### src/rtl/checkbits_monitor.sv
// Watches a firmware checkpoint bus and steps through a list of expected codes,
// reporting pass, failure code, or timeout for each run armed by start_i.
module checkbits_monitor #(
    parameter int                            CHECK_W     = 16,
    parameter int                            NUM_STAGES  = 4,
    parameter logic [NUM_STAGES*CHECK_W-1:0] EXPECT_VEC  = '1,
    parameter logic [CHECK_W-1:0]            FAIL_CODE   = CHECK_W'(16'hBAD0),
    parameter int                            STABLE_CYC  = 4,
    parameter int                            TIMEOUT_CYC = 200000,
    parameter int                            TICK_CYC    = 1000,
    localparam int                           SW          = $clog2(NUM_STAGES + 1)
) (
    input  logic               wb_clk_i,
    input  logic               wb_rst_i,
    input  logic               start_i,
    input  logic [CHECK_W-1:0] checkbits_i,
    output logic [SW-1:0]      stage_o,
    output logic               busy_o,
    output logic               pass_o,
    output logic               fail_o,
    output logic               timeout_o,
    output logic               tick_o
);

    localparam logic [7:0]  STB     = 8'(STABLE_CYC);
    localparam logic [31:0] TO_CNT  = 32'(TIMEOUT_CYC);
    localparam logic [31:0] TK_LAST = 32'(TICK_CYC - 1);

    typedef enum logic [2:0] {
        S_IDLE,
        S_WAIT,
        S_PASS,
        S_FAIL,
        S_TIMEOUT
    } state_t;

    state_t             r_state, w_state_nxt;
    logic [SW-1:0]      r_stage, w_stage_nxt;
    logic [7:0]         r_stab, w_stab_nxt;
    logic [7:0]         r_fstab, w_fstab_nxt;
    logic [31:0]        r_cyc, w_cyc_nxt;
    logic [31:0]        r_tick, w_tick_nxt;
    logic [CHECK_W-1:0] w_exp_code;
    logic               w_match;
    logic               w_fail_match;

    // Code expected for the stage currently being waited on.
    always_comb begin
        w_exp_code = '0;
        for (int k = 0; k < NUM_STAGES; k++) begin
            if (r_stage == SW'(k)) begin
                w_exp_code = EXPECT_VEC[k*CHECK_W +: CHECK_W];
            end
        end
    end

    assign w_match      = (checkbits_i == w_exp_code);
    assign w_fail_match = (checkbits_i == FAIL_CODE);

    always_comb begin
        w_state_nxt = r_state;
        w_stage_nxt = r_stage;
        w_stab_nxt  = r_stab;
        w_fstab_nxt = r_fstab;
        w_cyc_nxt   = r_cyc;
        w_tick_nxt  = r_tick;
        case (r_state)
            S_WAIT: begin
                w_cyc_nxt   = r_cyc + 32'd1;
                w_tick_nxt  = (r_tick == TK_LAST) ? 32'd0 : r_tick + 32'd1;
                w_stab_nxt  = w_match ? r_stab + 8'd1 : 8'd0;
                w_fstab_nxt = w_fail_match ? r_fstab + 8'd1 : 8'd0;
                // A stable failure code beats both a stage match and the timeout.
                if (w_fstab_nxt == STB) begin
                    w_state_nxt = S_FAIL;
                end else begin
                    if (w_stab_nxt == STB) begin
                        w_stab_nxt  = 8'd0;
                        w_stage_nxt = r_stage + 1'b1;
                        if (w_stage_nxt == SW'(NUM_STAGES)) begin
                            w_state_nxt = S_PASS;
                        end
                    end
                    if (w_state_nxt == S_WAIT && w_cyc_nxt == TO_CNT) begin
                        w_state_nxt = S_TIMEOUT;
                    end
                end
            end
            default: begin
                if (start_i) begin
                    w_state_nxt = S_WAIT;
                    w_stage_nxt = '0;
                    w_stab_nxt  = 8'd0;
                    w_fstab_nxt = 8'd0;
                    w_cyc_nxt   = 32'd0;
                    w_tick_nxt  = 32'd0;
                end
            end
        endcase
    end

    always_ff @(posedge wb_clk_i or posedge wb_rst_i) begin
        if (wb_rst_i) begin
            r_state <= S_IDLE;
            r_stage <= '0;
            r_stab  <= 8'd0;
            r_fstab <= 8'd0;
            r_cyc   <= 32'd0;
            r_tick  <= 32'd0;
        end else begin
            r_state <= w_state_nxt;
            r_stage <= w_stage_nxt;
            r_stab  <= w_stab_nxt;
            r_fstab <= w_fstab_nxt;
            r_cyc   <= w_cyc_nxt;
            r_tick  <= w_tick_nxt;
        end
    end

    assign stage_o   = r_stage;
    assign busy_o    = (r_state == S_WAIT);
    assign pass_o    = (r_state == S_PASS);
    assign fail_o    = (r_state == S_FAIL);
    assign timeout_o = (r_state == S_TIMEOUT);
    assign tick_o    = (r_state == S_WAIT) && (r_tick == TK_LAST);

endmodule

### config.mk
export PLATFORM = sky130hd
export DESIGN_NAME = checkbits_monitor
export DESIGN_NICKNAME = d
export VERILOG_FILES = /design/src/rtl/checkbits_monitor.sv
export SDC_FILE = /design/constraint.sdc
export NUM_CORES = 1
export LEC_CHECK = 0
export ABC_AREA = 1
export BUFFER_PORTS_ARGS = -buffer_cell sky130_fd_sc_hd__buf_4
export CORE_AREA = 4 4 118 120
export CTS_BUF_LIST = sky130_fd_sc_hd__clkbuf_4 sky130_fd_sc_hd__clkbuf_8
export DETAILED_ROUTE_END_ITERATION = 12
export DIE_AREA = 0 0 122 124
export HOLD_SLACK_MARGIN = 0.1
export PLACE_DENSITY_LB_ADDON = 0.08
export RECOVER_POWER = 50
export SLEW_MARGIN = 20
export SYNTH_ARGS = -nofsm -noshare
export SYNTH_HDL_FRONTEND = slang
export SYNTH_SLANG_ARGS = --single-unit
export TNS_END_PERCENT = 50
### constraint.sdc
create_clock -name wb_clk_i -period 5.55 [get_ports wb_clk_i]
set_input_delay 0.8325 -clock wb_clk_i [delete_from_list [all_inputs] [get_ports wb_clk_i]]
set_output_delay 0.8325 -clock wb_clk_i [all_outputs]
set_load 0.005 [all_outputs]
==> results of run 1 <==
## how the worst min path moves through the flow
stage	startpoint	end	slack, ns	cells past startpoint
after floorplan	r_tick[9]	r_tick[9]	0.49	2
after global placement	stage_o[2]	stage_o[2]	0.51	2
after detailed placement	stage_o[2]	stage_o[2]	0.51	2
after CTS	wb_rst_i	r_fstab[3]	0.51	2
after global routing	r_tick[9]	r_tick[9]	0.56	2
final	stage_o[2]	stage_o[2]	0.52	2
## kinds of logic (layout without fill, tap and decap cells)
logic type	Yosys count	in the layout	share of synthesized area (%)
simple gates	460	460	36.1
buf+inv	139	165	9.21
xor+xnor	23	23	3.51
compound gates	108	108	11.3
fa+ha+maj	11	11	2.40
flops	86	86	37.5
## cells in the mapped netlist, types with 2 or more instances
| library cell | n | area (um^2) |
|---|---|---|
| nor3_2 | 2 | 20.0 |
| o22ai_1 | 31 | 194 |
| nor4_1 | 7 | 43.8 |
| nand2_1 | 234 | 878 |
| nor2_1 | 98 | 368 |
| nand4_1 | 30 | 188 |
| clkbuf_1 | 14 | 52.6 |
| a21oi_1 | 11 | 55.1 |
| nand2_2 | 2 | 12.5 |
| o31ai_1 | 5 | 37.5 |
| and2_1 | 2 | 12.5 |
| o21ai_0 | 36 | 180 |
| o21ai_1 | 9 | 45.0 |
| inv_2 | 7 | 26.3 |
| nor2_4 | 2 | 22.5 |
| inv_1 | 112 | 420 |
| nand3_1 | 51 | 255 |
| nor3_1 | 13 | 65.1 |
| buf_2 | 5 | 25.0 |
| o21bai_1 | 2 | 15.0 |
| nor2_2 | 4 | 25.0 |
| a32o_1 | 3 | 30.0 |
| ha_1 | 11 | 138 |
| or2_2 | 2 | 12.5 |
| nor2_8 | 2 | 40.0 |
| o32ai_1 | 5 | 43.8 |
| xor2_1 | 22 | 193 |
| a22o_1 | 2 | 17.5 |
| dfrtp_1 | 86 | 2150 |
| nand3_2 | 2 | 20.0 |
| nand4_2 | 2 | 25.0 |
## registers in the layout, summed over array words and instances (netlist names)
signal	flops
r_stab	8
r_tick	32
r_cyc	32
stage_o	3
r_fstab	8
r_state	3
## layout make-up
type,instances,area [um^2],share of cell area [%]
inverter,119,448,7.10
timing repair buffer,30,225,3.57
tap,176,220,3.49
clock buffer,16,195,3.10
multi-input combinational,602,3060,48.6
sequential,86,2150,34.1
## report_power, final
part	internal, W	total, W	switching, W
registers	0.000677	0.000744	0.0000671
clock network	0.000221	0.000450	0.000229
logic	0.000117	0.000412	0.000295
## critical path: stages (launching register included)
cell and delay (ns):
dfrtp_1 0.46, nor3_4 0.17, buf_4 0.39, inv_1 0.13, buf_4 0.32, nor2_1 0.20, buf_4 0.13
## through the flow
stage	hold slack (ns)	std cells	power (W)	utilization, %	setup WS, ns
2_1_floorplan	0.487	827	0.00104	-	2.50
4_1_cts	0.511	1029	0.00163	48.6	2.50
3_3_place_gp	0.510	1013	0.00116	47.1	2.74
5_1_grt	0.558	1029	0.00171	48.6	2.35
3_5_place_dp	0.511	1013	0.00117	47.1	2.69
6_report	0.521	1029	0.00161	48.6	2.53
## routing by layer
layer | up-vias | routed length, um | share of wire [%] | GRT usage, %
li1 | 2737 | - | - | -
met1 | 2554 | 6950 | 48 | 28.7
met2 | 144 | 6750 | 46 | 33.3
met3 | 19 | 671 | 4.6 | 2.72
met4 | 0 | 212 | 1.5 | 7.21
met5 | - | 0 | 0 | 0
==> out/qor.txt, run 1 <==
Outcome: finished with violations
Failing checks: capacitance limit
Nets: 878
Post_cts resized: 0
Syn avg cell area: 6.94 um^2
Worst Hold Class: flip-flop to flip-flop
Reg-to-Reg End: r_stab[7]
CTS tree: built
Worst r2r src: r_state[2]
Final ANT Viol Nets: 0
Starting density of the core: 44.2%
Crit path launch type: flip-flop
I/O pin count: 27
Lkg Pwr: 2.80 nW
GRT Resource Usage Total: 20.6%
Input/output buffers: 26
Slew HR: 1.65%
Post-route minimum period: 3.02 ns
Number of synthesized flops with an enable pin: 0
Clk Latency, worst-skew pair: 0.37 ns
Die width: 122 um
# diodes: 0
Cell area after layout: 0.00630 mm^2
Crit-path max FO: 38
Commonest cells after routing, fill and taps aside: nand2_1, inv_1, nor2_1, dfrtp_1, nand3_1
VDD IR max: 0.118 mV
Vias in the first global route: 5199
Critical path origin: r_state[2]
Post-Syn Area: 0.00574 mm^2
Hold_buf cts: 0
Worst EP arrival: 2.19 ns
Starting DRT DRC Count: 465
Final Max Tran Viols: 0
CP required: 4.72 ns
Worst setup path class: flip-flop to output pin
H-tree Lvls: 3
Die span in y: 124 um
Share of layout cells above drive strength 1: 9.03%
Ys async rst share: 100%
Post-DP HPWL: 10.5 mm
WL per Instance: 14.2 um
GP Congestion: 0.894
Initial antenna violation count: 0
#FFs+latches synth: 86
Max cap viols: 1
Worst slew pin tran: 1.47 ns
Sequential-to-total area share from yosys stat: 37.5%
Worst reg-to-reg path cell count: 7
Setup TNS: 0 ns
Core box area: 0.0130 mm^2
CTS Root Cell: clkbuf_8
Hold Violations, Final: 0
Worst setup endpoint: tick_o
Most common cell after layout, fill and taps aside: nand2_1
# setup viols final: 0
Fill cells: 1311
First-pass GRT wire length: 25.1 mm
Row cnt: 42
Cells after synthesis: 827
Yosys warnings: 0
Largest net degree at the start of global routing: 55
Initial DRT Pass Iterations: 5
Routed via count: 5454
Synth Flop Type: dfrtp_1
Layout Skew: 0.00686 ns
Internal reg-to-reg setup slack: 2.70 ns
Post-synth net total: 857
RSZ-0062 raised after global routing: no
Library cells used by synthesis: 44
Die area: 0.0151 mm^2
Vias per cell: 5.30
Global route overflow: 0
Post-route DRC violation count: 0
Fmax: 0.331 GHz
Placed Area: 0.00611 mm^2
Endpoint class of the critical path: output pin
Total wire length: 14.6 mm
# Post-CTS Setup Buffers: 0
TritonCTS buffer count: 9
Pwr Density: 255 mW/mm^2
Clock slew at reported path FFs: 0.08 ns
Clk sink count: 86
Synthesis-to-finish area growth: 9.93%
CTS max path bufs: 2
Tcrit/Tclk final: 54.4%
No activity file was read; power rests on OpenSTA's default activity.
==> run 2: changes to the inputs <==
==> constraint.sdc (replaced) <==
create_clock -name wb_clk_i -period 2.9 [get_ports wb_clk_i]
set_input_delay 0.435 -clock wb_clk_i [delete_from_list [all_inputs] [get_ports wb_clk_i]]
set_output_delay 0.435 -clock wb_clk_i [all_outputs]
set_load 0.005 [all_outputs]
==> out/qor.txt, run 2 (same netlist as run 1, synthesis figures left out) <==
VDD IR max: 0.242 mV
Post-route minimum period: 2.48 ns
Internal reg-to-reg setup slack: 0.68 ns
Failing checks: capacitance limit, slew limit
Final ANT Viol Nets: 0
Post-layout util: 49.0%
Post-route DRC violation count: 0
Worst Hold Class: input pin to flip-flop
Largest net degree at the start of global routing: 55
GP Congestion: 0.910
Starting density of the core: 44.2%
Worst setup path class: flip-flop to output pin
Die width: 122 um
Worst r2r src: stage_o[0]
Dpl cells: 1017
Vias in the first global route: 5430
H-tree Lvls: 3
Share of layout cells above drive strength 1: 9.45%
CP required: 2.47 ns
Fmax: 0.403 GHz
Input/output buffers: 26
CTS max path bufs: 2
GRT Resource Usage Total: 21.1%
Max cap viols: 1
Largest registers: r_cyc (32), r_tick (32)
Tcrit/Tclk final: 85.7%
Hold_buf cts: 0
# setup viols final: 0
Endpoint class of the critical path: output pin
CTS Root Cell: clkbuf_8
Slew HR: -8.54%
Worst slew pin tran: 1.62 ns
Reg-to-Reg End: stage_o[2]
Worst reg-to-reg path cell count: 12
Starting DRT DRC Count: 403
RSZ-0062 raised after global routing: no
Post_cts resized: 0
Vias per cell: 5.31
Non-filler cells, final: 1033
Pwr Density: 499 mW/mm^2
Worst hold stages: 3
Worst EP arrival: 2.05 ns
Hold Violations, Final: 0
Commonest cells after routing, fill and taps aside: nand2_1, inv_1, nor2_1, dfrtp_1, nand3_1
Core box area: 0.0130 mm^2
Hold path start: start_i
TritonCTS buffer count: 9
CTS tree: built
Nets: 882
Clk sink count: 86
Final Max Tran Viols: 33
Crit path launch type: flip-flop
First-pass GRT wire length: 25.6 mm
Routed via count: 5481
Synthesis-to-finish area growth: 10.9%
Layout Skew: 0.0129 ns
Crit-path max FO: 4
Total wire length: 14.8 mm
WHS Endpoint: r_state[0]
Post-DP HPWL: 10.9 mm
Initial DRT Pass Iterations: 5
Clock slew at reported path FFs: 0.09 ns
I/O pin count: 27
Die area: 0.0151 mm^2
Outcome: finished with violations
Clk Latency, worst-skew pair: 0.37 ns
# diodes: 0
Die span in y: 124 um
Initial antenna violation count: 0
Row cnt: 42
# Post-CTS Setup Buffers: 0
WL per Instance: 14.3 um
Most common cell after layout, fill and taps aside: nand2_1
Global route overflow: 0
Setup TNS: 0 ns
Lkg Pwr: 2.83 nW
run 2: changes by cell type in the layout (fill, tap and decap cells not counted):
cell and change:
clkbuf_4 -2, clkinvlp_4 +1, clkinv_2 +1, buf_4 +3, buf_12 +1, clkbuf_8 -1, bufinv_16 +1
run 2: through the flow:
| step | area (um^2) | worst slack (ns) | hold WS [ns] | total power, W |
|---|---|---|---|---|
| 6_report | 6360 | 0.416 | 0.338 | 0.00318 |
| 5_1_grt | 6360 | 0.192 | 0.355 | 0.00336 |
| 4_1_cts | 6360 | 0.411 | 0.128 | 0.00321 |
| 3_5_place_dp | 6150 | 0.640 | 0.527 | 0.00229 |
| 3_3_place_gp | 6150 | 0.706 | 0.511 | 0.00228 |
| 2_1_floorplan | 5740 | 0.243 | 0.487 | 0.00198 |
run 2: layer usage:
metal  vias to the layer above  routed length [um]  track usage (%)
li1                       2755                   -                -
met4                         0                 408             10.6
met2                       120                6720             33.8
met5                         -                   0                0
met1                      2574                7160             28.3
met3                        32                 529             2.59
run 2: cell type report:
class / instances / area (um^2)
fill: 1339 / 6620
clock inverter: 3 / 42.5
sequential: 86 / 2150
clock buffer: 13 / 166
timing repair buffer: 34 / 268
tap: 176 / 220
multi-input combinational: 602 / 3060
inverter: 119 / 448
run 2: worst max-delay path by stage:
stage	start	to	slack, ns	cells after the start
2_1_floorplan	wb_rst_i	r_cyc[0]	0.24	1
3_3_place_gp	stage_o[0]	stage_o[0]	0.71	12
3_5_place_dp	stage_o[0]	stage_o[2]	0.64	12
4_1_cts	r_tick[0]	tick_o	0.41	6
5_1_grt	r_tick[0]	tick_o	0.19	6
6_report	r_tick[0]	tick_o	0.42	6
run 2: worst max-delay path, cell delays in order, from the launching register on:
cell	delay [ns]
dfrtp_1	0.42
ha_1	0.19
nand2_1	0.11
nor4_1	0.47
nand4_1	0.18
nor2_1	0.17
buf_4	0.13
run 2: where the power goes:
part / internal, W / total, W / switching [W]
clock network: 0.000464 / 0.000912 / 0.000448
logic: 0.000255 / 0.000839 / 0.000584
registers: 0.00129 / 0.00143 / 0.000131
==> run 3: changes to the inputs <==
--- a/config.mk
+++ b/config.mk
@@ -7,10 +7,11 @@
 export LEC_CHECK = 0
 export ABC_AREA = 1
 export BUFFER_PORTS_ARGS = -buffer_cell sky130_fd_sc_hd__buf_4
-export CORE_AREA = 4 4 118 120
-export CTS_BUF_LIST = sky130_fd_sc_hd__clkbuf_4 sky130_fd_sc_hd__clkbuf_8
+export CELL_PAD_IN_SITES_DETAIL_PLACEMENT = 2
+export CELL_PAD_IN_SITES_GLOBAL_PLACEMENT = 2
+export CORE_AREA = 4 4 132 134
 export DETAILED_ROUTE_END_ITERATION = 12
-export DIE_AREA = 0 0 122 124
+export DIE_AREA = 0 0 136 138
 export HOLD_SLACK_MARGIN = 0.1
 export PLACE_DENSITY_LB_ADDON = 0.08
 export RECOVER_POWER = 50
==> out/qor.txt, run 3 (same netlist as run 1, synthesis figures left out) <==
Fill cells: 1953
Post_cts resized: 0
# setup viols final: 0
Top cell family by delay on the critical path: simple AND/OR/NAND/NOR gates
Reg-to-Reg End: stage_o[2]
Share of layout cells above drive strength 1: 9.32%
Die area: 0.0188 mm^2
Min Hold Slack: 0.352 ns
Routed via count: 5789
TritonCTS buffer count: 9
Lkg Pwr: 2.87 nW
Core box area: 0.0163 mm^2
Fmax: 0.405 GHz
Slew HR: -58.1%
WL per Instance: 19.1 um
Die width: 136 um
Vias in the first global route: 6464
Nets: 883
WHS Endpoint: r_state[0]
Failing checks: capacitance limit, slew limit
GP Congestion: 0.823
Global Route met1 Usage: 30.4%
Crit-path max FO: 7
CP bufs+invs: 1
Post-route DRC violation count: 0
Gr busiest metal: met2
Post-DP HPWL: 15.3 mm
Crit path launch type: flip-flop
Slowest-stage cell, CP: dfrtp_1
Worst reg-to-reg path cell count: 12
CTS max path bufs: 2
Area of the multi-input gates: 0.00306 mm^2
Input/output buffers: 26
I/O pin count: 27
Largest registers: r_cyc (32), r_tick (32)
Pwr Density: 556 mW/mm^2
Worst EP arrival: 2.65 ns
Post-route minimum period: 2.47 ns
Largest net degree at the start of global routing: 87
Tcrit/Tclk final: 85.1%
CTS tree: built
Commonest cells after routing, fill and taps aside: nand2_1, inv_1, nor2_1, dfrtp_1, nand3_1
Cell mode on critical path: nand2_1
Hold_buf cts: 0
CP Cell Sequence: inv_1 -> ha_1 -> o21ai_0 -> nand3_1 -> a21oi_1 -> nand4_1 -> nor2_1 -> nand2_1 -> nand2_1 -> nand2_1 -> nand2_1 -> o31ai_1
Worst Hold Class: input pin to flip-flop
Row cnt: 47
Met2 usage: 38.6%
Final Max Tran Viols: 87
Outcome: finished with violations
Most common cell after layout, fill and taps aside: nand2_1
Max cap viols: 1
GRT met3 Usage: 2.33%
Hold path start: start_i
FF+latch area: 0.00215 mm^2
Initial DRT Pass Iterations: 5
Synthesis-to-finish area growth: 13.4%
Starting DRT DRC Count: 286
Internal reg-to-reg setup slack: 0.43 ns
Clk Latency, worst-skew pair: 0.35 ns
Worst hold stages: 3
Vias per cell: 5.37
Layout Skew: 0.00825 ns
Setup TNS: 0 ns
CP required: 3.09 ns
GRT Resource Usage Total: 22.5%
RSZ-0062 raised after global routing: no
Global route overflow: 0
Worst slew pin tran: 2.37 ns
# Post-CTS Setup Buffers: 0
Clk sink count: 86
Endpoint class of the critical path: flip-flop
H-tree Lvls: 3
Hold Violations, Final: 0
Die span in y: 138 um
Setup WS post-layout: 0.432 ns
Final ANT Viol Nets: 0
First-pass GRT wire length: 34.5 mm
Initial antenna violation count: 0
Starting density of the core: 35.2%
Total wire length: 20.6 mm
DP Worst Slack: 0.474 ns
Worst r2r src: stage_o[0]
# diodes: 0
Clock slew at reported path FFs: 0.07 ns
Max incr delay on CP: 0.47 ns
CTS Root Cell: clkbuf_16
Worst setup path class: flip-flop to flip-flop
VDD IR max: 0.325 mV
==> run 3: cell types whose count changed in the layout (fill, tap and decap cells not counted), sizes merged <==
cell      before  now
buf           30   29
bufinv         1    2
clkbuf        17   15
clkinv         1    6
clkinvlp       2    0
==> run 3: worst max-delay path by stage <==
stage,from,end,depth (start not counted)
after CTS,stage_o[0],stage_o[2],13
after global routing,wb_rst_i,r_tick[20],3
after global placement,r_cyc[0],r_state[0],14
final,stage_o[0],stage_o[2],12
after floorplan,wb_rst_i,r_cyc[0],1
after detailed placement,stage_o[0],stage_o[2],12
==> run 3: cell type report <==
class	instances	area share [%]
Sequential cell	86	33.1
Timing Repair Buffer	35	3.88
Tap cell	220	4.23
Clock inverter	7	1.37
Inverter	119	6.88
Multi-Input combinational cell	602	47.1
Clock buffer	9	3.46
==> run 3: through the flow <==
step                cell area [um^2]  utilization (%)  power, W  std cells
finish                          6510             39.9   0.00362       1078
global route                    6510             39.9   0.00381       1078
CTS                             6530             40.1   0.00366       1078
detailed placement              6210             38.2   0.00237       1062
global placement                6210             38.2   0.00233       1062
floorplan                       5740                -   0.00198        827
==> run 3: worst reg2reg max path, cell delays in order (launching register included) <==
cell     delay [ns]
dfrtp_1        0.47
inv_1          0.10
ha_1           0.20
o21ai_0        0.15
nand3_1        0.14
a21oi_1        0.39
nand4_1        0.14
nor2_1         0.19
nand2_1        0.13
nand2_1        0.13
nand2_1        0.12
nand2_1        0.08
o31ai_1        0.06
==> run 3: report_power, final <==
part / switching (W) / internal, W
logic: 0.000640 / 0.000252
registers: 0.000140 / 0.00130
clock network: 0.000537 / 0.000752
==> run 3: layer usage <==
layer,part of all wire [%],vias up
li1,-,2757
met1,47,2940
met2,50,75
met3,2.1,17
met4,1.3,0
met5,0,-
